File: config.mk
export PLATFORM = sky130hd
export DESIGN_NAME = pc_fetch_ctrl
export DESIGN_NICKNAME = d
export VERILOG_FILES = /design/src/rtl/pc_fetch_ctrl.sv
export SDC_FILE = /design/constraint.sdc
export NUM_CORES = 1
export LEC_CHECK = 0
export ABC_AREA = 1
export BUFFER_PORTS_ARGS = -buffer_cell sky130_fd_sc_hd__buf_2
export CORE_MARGIN = 1
export CORE_UTILIZATION = 30
export DETAILED_ROUTE_END_ITERATION = 10
export HOLD_SLACK_MARGIN = 0.05
export PLACE_DENSITY = 0.56
export SYNTH_ARGS = -nofsm -noshare
export SYNTH_HDL_FRONTEND = slang
export SYNTH_SLANG_ARGS = --single-unit
File: constraint.sdc
create_clock -name clk -period 1.9 [get_ports clk]
set_clock_uncertainty 0.05 [all_clocks]
set_input_delay 0.19 -clock clk [delete_from_list [all_inputs] [get_ports clk]]
set_output_delay 0.19 -clock clk [all_outputs]
set_load 0.02 [all_outputs]
File: src/rtl/pc_fetch_ctrl.sv
// ---------------------------------------------------------------------------
// pc_fetch_ctrl
//
// Fetch-stage sequencer. Owns the program counter, drives the instruction
// memory request/acknowledge handshake and selects the next PC from four
// sources: sequential PC+4, ID-stage jump, EX-stage branch and trap vector.
//
// Redirect priority within one cycle is trap > branch > jump > sequential.
// A redirect that arrives while a fetch is outstanding is remembered as a
// pending target, and the returning instruction is discarded.
//
// Optional build macro: PC_MISALIGN_TRAP_EN
//   defined     : a branch/jump target with bits[1:0] != 0 becomes a trap
//   not defined : branch/jump target bits[1:0] are cleared before loading
//
// Ports:
//   clk            in   clock, rising edge
//   rst_n          in   synchronous reset, active-low
//   stall_i        in   IF/ID cannot accept an instruction this cycle
//   br_valid_i     in   EX-stage branch taken (1-cycle pulse)
//   br_target_i    in   EX branch target
//   jmp_valid_i    in   ID-stage jump (1-cycle pulse)
//   jmp_target_i   in   ID jump target
//   trap_i         in   trap request (1-cycle pulse)
//   imem_req_o     out  instruction fetch request
//   imem_addr_o    out  fetch address
//   imem_ack_i     in   fetch complete, data valid this cycle
//   if_valid_o     out  fetched instruction valid toward IF/ID
//   if_pc_o        out  PC of the instruction on if_valid_o
//   if_pc_plus4_o  out  if_pc_o + 4, modulo 2^32
//   flush_o        out  kill younger instructions (redirect accepted)
// ---------------------------------------------------------------------------
module pc_fetch_ctrl #(
    parameter logic [31:0] RESET_PC = 32'h0000_0000,
    parameter logic [31:0] TRAP_VEC = 32'h0000_0100
) (
    input  logic        clk,
    input  logic        rst_n,
    input  logic        stall_i,
    input  logic        br_valid_i,
    input  logic [31:0] br_target_i,
    input  logic        jmp_valid_i,
    input  logic [31:0] jmp_target_i,
    input  logic        trap_i,
    output logic        imem_req_o,
    output logic [31:0] imem_addr_o,
    input  logic        imem_ack_i,
    output logic        if_valid_o,
    output logic [31:0] if_pc_o,
    output logic [31:0] if_pc_plus4_o,
    output logic        flush_o
);

    localparam logic [1:0] ST_BOOT  = 2'd0;
    localparam logic [1:0] ST_FETCH = 2'd1;
    localparam logic [1:0] ST_HOLD  = 2'd2;

    // Source codes double as ranks: a larger code may override a smaller one.
    localparam logic [1:0] SRC_NONE = 2'd0;
    localparam logic [1:0] SRC_JMP  = 2'd1;
    localparam logic [1:0] SRC_BR   = 2'd2;
    localparam logic [1:0] SRC_TRAP = 2'd3;

    // Clear the byte-offset bits of a branch/jump target.
    function automatic logic [31:0] align_word(input logic [31:0] addr);
        return {addr[31:2], 2'b00};
    endfunction

    logic [1:0]  state_r;
    logic [31:0] pc_r;
    logic [1:0]  pend_src_r;
    logic [31:0] pend_tgt_r;

    logic [1:0]  raw_src_s;
    logic [31:0] raw_tgt_s;
    logic [1:0]  sel_src_s;
    logic [31:0] sel_tgt_s;
    logic        accept_s;
    logic        kill_s;

    logic [1:0]  state_nx_s;
    logic [31:0] pc_nx_s;
    logic [1:0]  pend_src_nx_s;
    logic [31:0] pend_tgt_nx_s;
    logic        req_s;
    logic        valid_s;

    // Pick the highest-priority redirect request of this cycle.
    always_comb begin
        raw_src_s = SRC_NONE;
        raw_tgt_s = 32'h0000_0000;
        if (trap_i) begin
            raw_src_s = SRC_TRAP;
            raw_tgt_s = TRAP_VEC;
        end else if (br_valid_i) begin
            raw_src_s = SRC_BR;
            raw_tgt_s = br_target_i;
        end else if (jmp_valid_i) begin
            raw_src_s = SRC_JMP;
            raw_tgt_s = jmp_target_i;
        end else begin
            raw_src_s = SRC_NONE;
            raw_tgt_s = 32'h0000_0000;
        end
    end

`ifdef PC_MISALIGN_TRAP_EN
    logic misalign_s;
    // A misaligned branch/jump target is promoted to a trap.
    always_comb begin
        misalign_s = ((raw_src_s == SRC_BR) || (raw_src_s == SRC_JMP)) &&
                     (raw_tgt_s[1:0] != 2'b00);
        if (misalign_s) begin
            sel_src_s = SRC_TRAP;
            sel_tgt_s = TRAP_VEC;
        end else begin
            sel_src_s = raw_src_s;
            sel_tgt_s = raw_tgt_s;
        end
    end
`else
    // Branch/jump targets lose their byte-offset bits; the trap vector is used as-is.
    always_comb begin
        sel_src_s = raw_src_s;
        if (raw_src_s == SRC_TRAP) begin
            sel_tgt_s = raw_tgt_s;
        end else begin
            sel_tgt_s = align_word(raw_tgt_s);
        end
    end
`endif

    // A request is accepted unless a stronger redirect is already pending
    // (a jump is dropped behind a pending branch/trap, a branch behind a trap).
    assign accept_s = (sel_src_s != SRC_NONE) && (sel_src_s >= pend_src_r);
    assign kill_s   = (pend_src_r != SRC_NONE);

    // Next-state, next-PC and pending-redirect logic.
    always_comb begin
        state_nx_s    = state_r;
        pc_nx_s       = pc_r;
        pend_src_nx_s = pend_src_r;
        pend_tgt_nx_s = pend_tgt_r;
        req_s         = 1'b0;
        valid_s       = 1'b0;
        case (state_r)
            ST_BOOT: begin
                state_nx_s    = ST_FETCH;
                pend_src_nx_s = SRC_NONE;
                if (accept_s) begin
                    pc_nx_s = sel_tgt_s;
                end else begin
                    pc_nx_s = pc_r;
                end
            end
            ST_FETCH: begin
                req_s = 1'b1;
                if (imem_ack_i) begin
                    pend_src_nx_s = SRC_NONE;
                    if (accept_s || kill_s) begin
                        // Returning instruction is on a dead path.
                        valid_s = 1'b0;
                        pc_nx_s = accept_s ? sel_tgt_s : pend_tgt_r;
                    end else begin
                        valid_s = 1'b1;
                        if (stall_i) begin
                            state_nx_s = ST_HOLD;
                        end else begin
                            pc_nx_s = pc_r + 32'd4;
                        end
                    end
                end else begin
                    // Address must stay fixed; remember the redirect for later.
                    if (accept_s) begin
                        pend_src_nx_s = sel_src_s;
                        pend_tgt_nx_s = sel_tgt_s;
                    end else begin
                        pend_src_nx_s = pend_src_r;
                        pend_tgt_nx_s = pend_tgt_r;
                    end
                end
            end
            ST_HOLD: begin
                if (accept_s) begin
                    valid_s    = 1'b0;
                    pc_nx_s    = sel_tgt_s;
                    state_nx_s = ST_FETCH;
                end else begin
                    valid_s = 1'b1;
                    if (stall_i) begin
                        state_nx_s = ST_HOLD;
                    end else begin
                        pc_nx_s    = pc_r + 32'd4;
                        state_nx_s = ST_FETCH;
                    end
                end
            end
            default: begin
                // Unreachable encoding: recover through a clean boot.
                state_nx_s    = ST_BOOT;
                pc_nx_s       = RESET_PC;
                pend_src_nx_s = SRC_NONE;
                pend_tgt_nx_s = 32'h0000_0000;
            end
        endcase
    end

    // State registers with synchronous active-low reset.
    always_ff @(posedge clk) begin
        if (!rst_n) begin
            state_r    <= ST_BOOT;
            pc_r       <= RESET_PC;
            pend_src_r <= SRC_NONE;
            pend_tgt_r <= 32'h0000_0000;
        end else begin
            state_r    <= state_nx_s;
            pc_r       <= pc_nx_s;
            pend_src_r <= pend_src_nx_s;
            pend_tgt_r <= pend_tgt_nx_s;
        end
    end

    // Outputs are forced to their reset values for as long as rst_n is low.
    assign imem_req_o    = rst_n & req_s;
    assign imem_addr_o   = rst_n ? pc_r : RESET_PC;
    assign if_valid_o    = rst_n & valid_s;
    assign if_pc_o       = rst_n ? pc_r : 32'h0000_0000;
    assign if_pc_plus4_o = rst_n ? (pc_r + 32'd4) : 32'h0000_0000;
    assign flush_o       = rst_n & accept_s;

endmodule

==> results of run 1 <==
-- sequential cells by signal (all words and copies together) (netlist names) --
register    cells
pc_r           32
pend_tgt_r     32
pend_src_r      2
state_r         2
-- report_power, final --
group | leakage, nW | total (W) | internal, W | switching (W)
clock | 0.148 | 0.00185 | 0.00109 | 0.000754
combinational | 4.40 | 0.00719 | 0.00300 | 0.00418
sequential | 0.571 | 0.00236 | 0.00194 | 0.000425
-- synthesized netlist by cell type, drive strengths merged (2+ instances only) --
cell type | n | area, um2
or2 | 2 | 12.5
ha | 7 | 87.6
nand3b | 2 | 15.0
nand4 | 4 | 25.0
nand2 | 498 | 1880
nand3 | 77 | 385
o211ai | 7 | 52.6
clkbuf | 30 | 113
xnor2 | 3 | 26.3
xor2 | 5 | 43.8
nor2 | 96 | 388
a21oi | 78 | 390
o21ai | 79 | 395
buf | 60 | 387
dfxtp | 68 | 1360
inv | 126 | 473
a22oi | 3 | 22.5
-- worst max-delay path by stage --
stage | start | endpoint | depth (start not counted)
final | state_r[0] | if_valid_o | 8
after global routing | state_r[0] | if_valid_o | 8
after CTS | pend_src_r[0] | if_valid_o | 10
after detailed placement | trap_i | pc_r[10] | 15
after global placement | jmp_valid_i | pc_r[10] | 17
after floorplan | state_r[0] | pend_tgt_r[10] | 8
-- per-stage QoR --
stage / hold slack (ns) / utilization / TNS [ns] / instance area, um2 / power, W
3_5_place_dp: 0.389 / 0.402 / -10.26 / 7920 / 0.00786
3_3_place_gp: 0.379 / 0.402 / -9.18 / 7920 / 0.00782
4_1_cts: 0.142 / 0.462 / -3.08 / 9110 / 0.0104
6_report: 0.151 / 0.495 / -3.94 / 9760 / 0.0114
5_1_grt: 0.165 / 0.495 / -11.02 / 9760 / 0.0121
2_1_floorplan: 0.366 / - / -1.22 / 6140 / 0.00562
-- metal layers --
metal  vias to the layer above  global-route usage  wire length (um)
met5                         -                   0                 0
met4                         0              0.0604               350
met3                        24              0.0378              1650
met2                       311               0.352             10700
met1                      3606               0.344             12200
li1                       4082                   -                 -
-- cells in the final DEF, fill, tap and decap left out, drive strengths merged, types with 2 or more instances in the layout --
| cell | Yosys | routed |
|---|---|---|
| clkinvlp | 0 | 2 |
| dfxtp | 68 | 68 |
| nand4 | 4 | 4 |
| inv | 126 | 127 |
| a22oi | 3 | 3 |
| o211ai | 7 | 7 |
| xnor2 | 3 | 3 |
| xor2 | 5 | 5 |
| nor2 | 96 | 96 |
| nand3b | 2 | 2 |
| buf | 60 | 328 |
| o21ai | 79 | 79 |
| or2 | 2 | 2 |
| ha | 7 | 7 |
| a21oi | 78 | 78 |
| clkbuf | 30 | 12 |
| nand2 | 498 | 498 |
| nand3 | 77 | 77 |
-- worst register-to-register path, cell delays in order, from the launching register on --
cell	delay (ns)
dfxtp_2	0.33
inv_2	0.05
ha_4	0.26
o21ai_2	0.04
nand2_1	0.06
nand2_2	0.09
buf_4	0.16
nand2_1	0.07
inv_2	0.05
nand2_4	0.08
buf_8	0.14
bufbuf_16	0.27
nand2_1	0.07
nand2_1	0.08
nand3_1	0.06
nand2_1	0.06
nand2_1	0.05
-- area by class of cell --
class	count	area (um2)
Fill cell	1983	9960
Sequential cell	68	1430
Clock inverter	5	58.8
Clock buffer	11	253
Multi-Input combinational cell	869	4660
Inverter	126	485
Timing Repair Buffer	330	2540
Tap cell	265	332
-- kinds of logic after synthesis --
logic type,count (synthesis),synth area share
and+or+nand+nor,681,0.445
buffers and inverters,216,0.159
AOI/OAI and AO/OA,173,0.148
DFF,68,0.222
xor gates and xnor gates,8,0.0114
adders and majority gates,7,0.0143
-- repair_timing --
action,in CTS,in global routing
setup buffers,30,17
gates resized for setup,217,158
setup endpoints to repair,62,89
hold endpoints to repair,0,0
pin swaps,73,74
gates cloned,3,1
hold buffers,0,0
==> metrics, run 1 <==
DR WL/cell 14.9 um; clk root buf clkbuf_16; initial antenna violation count 0; number of DRC violations after detailed-routing iteration 0 approximately 600; clk sinks 68; largest net degree at the start of global routing 55; HPWL after DPL roughly 17 mm; worst hold path class in -> reg; Yosys warnings 0; Worst Path Arrival around 1.9 ns; crit-path cells inv_1, ha_1, inv_1, buf_4, nor2_4, buf_6, o2111a_2, buf_6; TritonCTS Buffers 9; Critical Path RT roughly 1.7 ns; failing checks setup timing; pre-CTS setup slack -0.341 ns; non-filler cells, final between 1500 and 2000; status finished with violations; post-route clock period utilization 1.14; number of global-route vias before repair approximately 7000; Post-synth EDFFs 0; Die Height about 140 um; Mapped Area just over 0.006 mm2; Worst Setup Path Type reg -> out; R2R Setup Slk -0.15 ns; R2R Path End pc_r[29]; WHS Endpoint pend_tgt_r[1]; top_reg_cell synth dfxtp_1; via count between 8000 and 9000; Reg-to-Reg Start pend_src_r[1]; Cells after Synth ~1200; I/O pin count 170; gpl congestion approximately 0.93; final worst setup slack -0.274 ns; fraction of registers with async set/reset 0; clk_lat worst skew roughly 0.36 ns; Post-Route WL between 20 and 25 mm; Core Region 0.0197 mm2; Unique masters post-synth 34; Least-Margin Pin Slew approximately 0.57 ns; pwr/cell area 1170 mW/mm2; Detail Route Antenna Nets 0; CP Buf/Inv Count 5; Crit. End Element output pin; Pins Over Slew Limit 0; worst ir drop on vdd approximately 540 uV; CTS clk-pin slew, worst paths 0.06 ns; fmax between 400 and 500 MHz; Post-Syn Nets 1231; vias per cell roughly 4.8; Final setup viols 50; reg2reg path depth 16; die area 0.0210 mm2; share of layout cells above drive strength 1 0.399; Inserted Diodes 0; Critical Path Fanout Max 5; input/output buffers 165; Max Buffers Root-to-Sink 2; placed cells roughly 1600; Starting Density 0.311; crit-path max cell delay roughly 0.40 ns; worst hold stages 3; CP startpoint kind flop; Seq/Total Area, Yosys 0.222; CTS tree done; global-route wire length before repair approximately 37 mm; RSZ-0062 raised after global routing yes; # DRC 0; Site Rows slightly above 50; Syn-to-layout area delta 59.3%; leakage a little over 5 nW; minimum clock period 2.17 ns; mean cell area of the mapped netlist ~5.3 um2; TritonRoute pass-1 iters 5; Worst Hold Launch rst_n; Worst slew margin 0.620; # nets final ~1500; GRT Util Overall 0.235; delay-heaviest family, CP buffers and inverters; Worst path slowest cell dfxtp_1; H-tree levels 3; die width approximately 140 um; Remaining Overflow, GRT 0; max-cap violation count 0; final hold vios 0; post-synthesis register bit count a little under 70
(Power assumes the default switching activity.)
==> run 2, diff against run 1 <==
--- a/config.mk
+++ b/config.mk
@@ -5,7 +5,6 @@
 export SDC_FILE = /design/constraint.sdc
 export NUM_CORES = 1
 export LEC_CHECK = 0
-export ABC_AREA = 1
 export BUFFER_PORTS_ARGS = -buffer_cell sky130_fd_sc_hd__buf_2
 export CORE_MARGIN = 1
 export CORE_UTILIZATION = 30
==> metrics, run 2 <==
share of layout cells above drive strength 1 0.593 (was 0.399); Crit. End Element output pin (unchanged); cell mode on critical path or3_4; most common cell in the netlist nor2_1 (was nand2_1); largest cells by area after synthesis dfxtp_1 (22%), nor2_1 (7.6%), a22oi_1 (6.2%), buf_4 (4.2%), o21ai_0 (3.5%) (was nand2_1 (30%), dfxtp_1 (22%), inv_1 (7.5%), a21oi_1 (6.4%), nand3_1 (6.3%)); TritonCTS Buffers 9 (unchanged); Starting Density 0.309 (was 0.311); Post-synth top cells nor2_1 (123), dfxtp_1 (68), clkbuf_1 (55) (was nand2_1 (495), inv_1 (123), nor2_1 (91)); status finished with violations (unchanged); global-route wire length before repair 43.4 mm (was 37.3 mm); Die Height 145 um (about the same); Worst Path Arrival 2.29 ns (was 1.93 ns); worst hold margin 0.272 ns (was 0.151 ns); Yosys warnings 0 (unchanged); non-filler cells, final 1495 (was 1674); gpl congestion 0.928 (was 0.930); clk root buf clkbuf_16 (unchanged); Worst slew margin 0.629 (was 0.620); clk sinks 68 (unchanged); max-cap violation count 0 (unchanged); crit-path cells ha_4, nand4_1, or3_4, or3_4, or3_4, a21oi_4, buf_6 (was inv_1, ha_1, inv_1, buf_4, nor2_4, buf_6, o2111a_2, buf_6); initial antenna violation count 0 (unchanged); commonest non-fill, non-tap cells in the layout buf_4 (238), buf_2 (137), nor2_1 (103) (was nand2_1 (431), buf_4 (138), buf_2 (136)); pwr/cell area 885 mW/mm2 (was 1170 mW/mm2); Cells after Synth 857 (was 1153); Worst path slowest cell dfxtp_4 (was dfxtp_1); Remaining Overflow, GRT 0 (unchanged); CP startpoint kind flop (unchanged); Core Region 0.0197 mm2 (unchanged); vias per cell 5.57 (was 4.79); delay-heaviest family, CP simple AND/OR/NAND/NOR gates (was buffers and inverters); Critical Path RT 1.66 ns (about the same); CP Buf/Inv Count 1 (was 5); Yosys top cell by area dfxtp_1 (was nand2_1); largest net degree at the start of global routing 37 (was 55); final worst setup slack -0.627 ns (was -0.274 ns); RSZ-0062 raised after global routing yes (unchanged); top_reg_cell synth dfxtp_1 (unchanged); input/output buffers 165 (unchanged); number of global-route vias before repair 7603 (was 6868); Pins Over Slew Limit 0 (unchanged); Worst Setup Path Type reg -> out (unchanged); worst hold path class in -> reg (unchanged); Inserted Diodes 0 (unchanged); Critical Path Fanout Max 5 (unchanged); commonest non-fill, non-tap cell in the layout buf_4 (was nand2_1); die width 145 um (about the same); Seq/Total Area, Yosys 0.223 (was 0.222); Largest regs pc_r (32), pend_tgt_r (32) (unchanged); failing checks setup timing (unchanged); die area 0.0209 mm2 (was 0.0210 mm2); worst ir drop on vdd 503 uV (was 539 uV); crit-path max cell delay 0.37 ns (was 0.40 ns); # DRC 0 (unchanged); post-synthesis register bit count 68 (unchanged); Post-Syn Nets 935 (was 1231); placed cells 1402 (was 1622); DR WL/cell 19.9 um (was 14.9 um); Yosys top cell area share 0.223 (was 0.303); Post-Route WL 29.8 mm (was 24.9 mm); Unique masters post-synth 73 (was 34); Post-synth EDFFs 0 (unchanged); mean cell area of the mapped netlist 7.11 um2 (was 5.31 um2); post-route clock period utilization 1.33 (was 1.14); # nets final 1304 (was 1482); via count 8320 (was 8023); CTS tree done (unchanged); Site Rows 51 (unchanged); pre-CTS setup slack -0.483 ns (was -0.341 ns); Max Buffers Root-to-Sink 2 (unchanged); hold buffer count at CTS 0 (unchanged); Mapped Area 0.00610 mm2 (was 0.00613 mm2); final hold vios 0 (unchanged); leakage 4.88 nW (was 5.12 nW); TritonRoute pass-1 iters 5 (unchanged); CTS clk-pin slew, worst paths 0.06 ns (about the same); minimum clock period 2.53 ns (was 2.17 ns); clk_lat worst skew 0.34 ns (was 0.36 ns); Least-Margin Pin Slew 0.555 ns (was 0.571 ns); I/O pin count 170 (unchanged); total negative setup slack -19.29 ns (was -3.94 ns); Syn-to-layout area delta 88.2% (was 59.3%); H-tree levels 3 (unchanged); HPWL after DPL 20.6 mm (was 17.5 mm); fraction of registers with async set/reset 0 (unchanged); fmax 396 MHz (was 460 MHz); number of DRC violations after detailed-routing iteration 0 728 (was 617); GRT Util Overall 0.277 (was 0.235); Final setup viols 91 (was 50); Fill cells 1683 (was 1983); Detail Route Antenna Nets 0 (unchanged)
==> run 2: changes by cell type in the layout (fill, tap and decap cells not counted), moves of 23 or more <==
cell | previous run | this run
nand2_1 | 431 | 35
nand2_2 | 45 | 2
buf_4 | 138 | 238
nand3_1 | 63 | 15
o21ai_0 | 45 | 22
a22oi_2 | 2 | 30
buf_6 | 35 | 72
a21oi_1 | 58 | 20
inv_1 | 110 | 15
and2_1 | 0 | 29
nor2_1 | 49 | 103
==> run 2: worst register-to-register path, cell delays in order, from the launching register on <==
cell and delay, ns:
dfxtp_4 0.37, ha_4 0.14, nand4_1 0.12, or3_4 0.36
buf_4 0.15, or4_4 0.50, nor2_8 0.12, xor2_2 0.07
a221o_1 0.29
==> run 2: cell type report <==
cell class              instances  area (um2)  area share
inverters                      21        90.1     0.00785
multi-input cells             650        5490       0.479
flip-flops and latches         68        1410       0.123
clock inverters                 1        5.00    0.000436
well taps                     265         332      0.0289
repair buffers                476        3870       0.338
clock buffers                  14         275      0.0240
==> run 2: worst paths after layout <==
| check | cells after the start | startpoint | endpoint | slack [ns] |
|---|---|---|---|---|
| min reg2reg | 2 | pend_tgt_r[21] | pend_tgt_r[21] | 0.45 |
| min | 4 | br_target_i[26] | pend_tgt_r[26] | 0.27 |
| max reg2reg | 8 | pc_r[3] | pc_r[30] | -0.38 |
| max | 7 | pc_r[3] | if_pc_plus4_o[30] | -0.63 |
==> run 2: timing repair <==
action	CTS	global route
buffers inserted	55	32
resized for setup	247	95
cloned	6	2
pin swaps	82	85
endpoints found under the setup margin	93	94
==> run 2: metrics by stage <==
stage	util	cell area (um2)	power, W
global route	0.582	11500	0.0105
finish	0.582	11500	0.0102
CTS	0.556	11000	0.00966
global placement	0.461	9100	0.00647
floorplan	-	6870	0.00458
detailed placement	0.461	9100	0.00648
==> run 2: cell families (layout without fill, tap and decap cells) <==
family | after synthesis | count (layout) | synth area share
and+or+nand+nor | 348 | 348 | 0.296
AOI/OAI and AO/OA | 248 | 248 | 0.283
buffers and inverters | 139 | 512 | 0.112
DFF | 68 | 68 | 0.223
xor gates and xnor gates | 42 | 42 | 0.0628
adders and majority gates | 7 | 7 | 0.0144
muxes | 5 | 5 | 0.00841
==> run 2: routing by layer <==
layer	part of all wire	track usage	wire (um)	vias up
met3	0.078	0.0354	2310	102
met4	0.039	0.116	1170	0
li1	-	-	-	3839
met1	0.43	0.381	12900	3910
met5	0	0	0	-
met2	0.45	0.431	13400	469
==> run 2: where the power goes <==
group          total [W]  switching, W  internal, W
clock            0.00162      0.000629     0.000991
sequential       0.00179      0.000177      0.00161
combinational    0.00674       0.00360      0.00314
total             0.0102       0.00441      0.00574
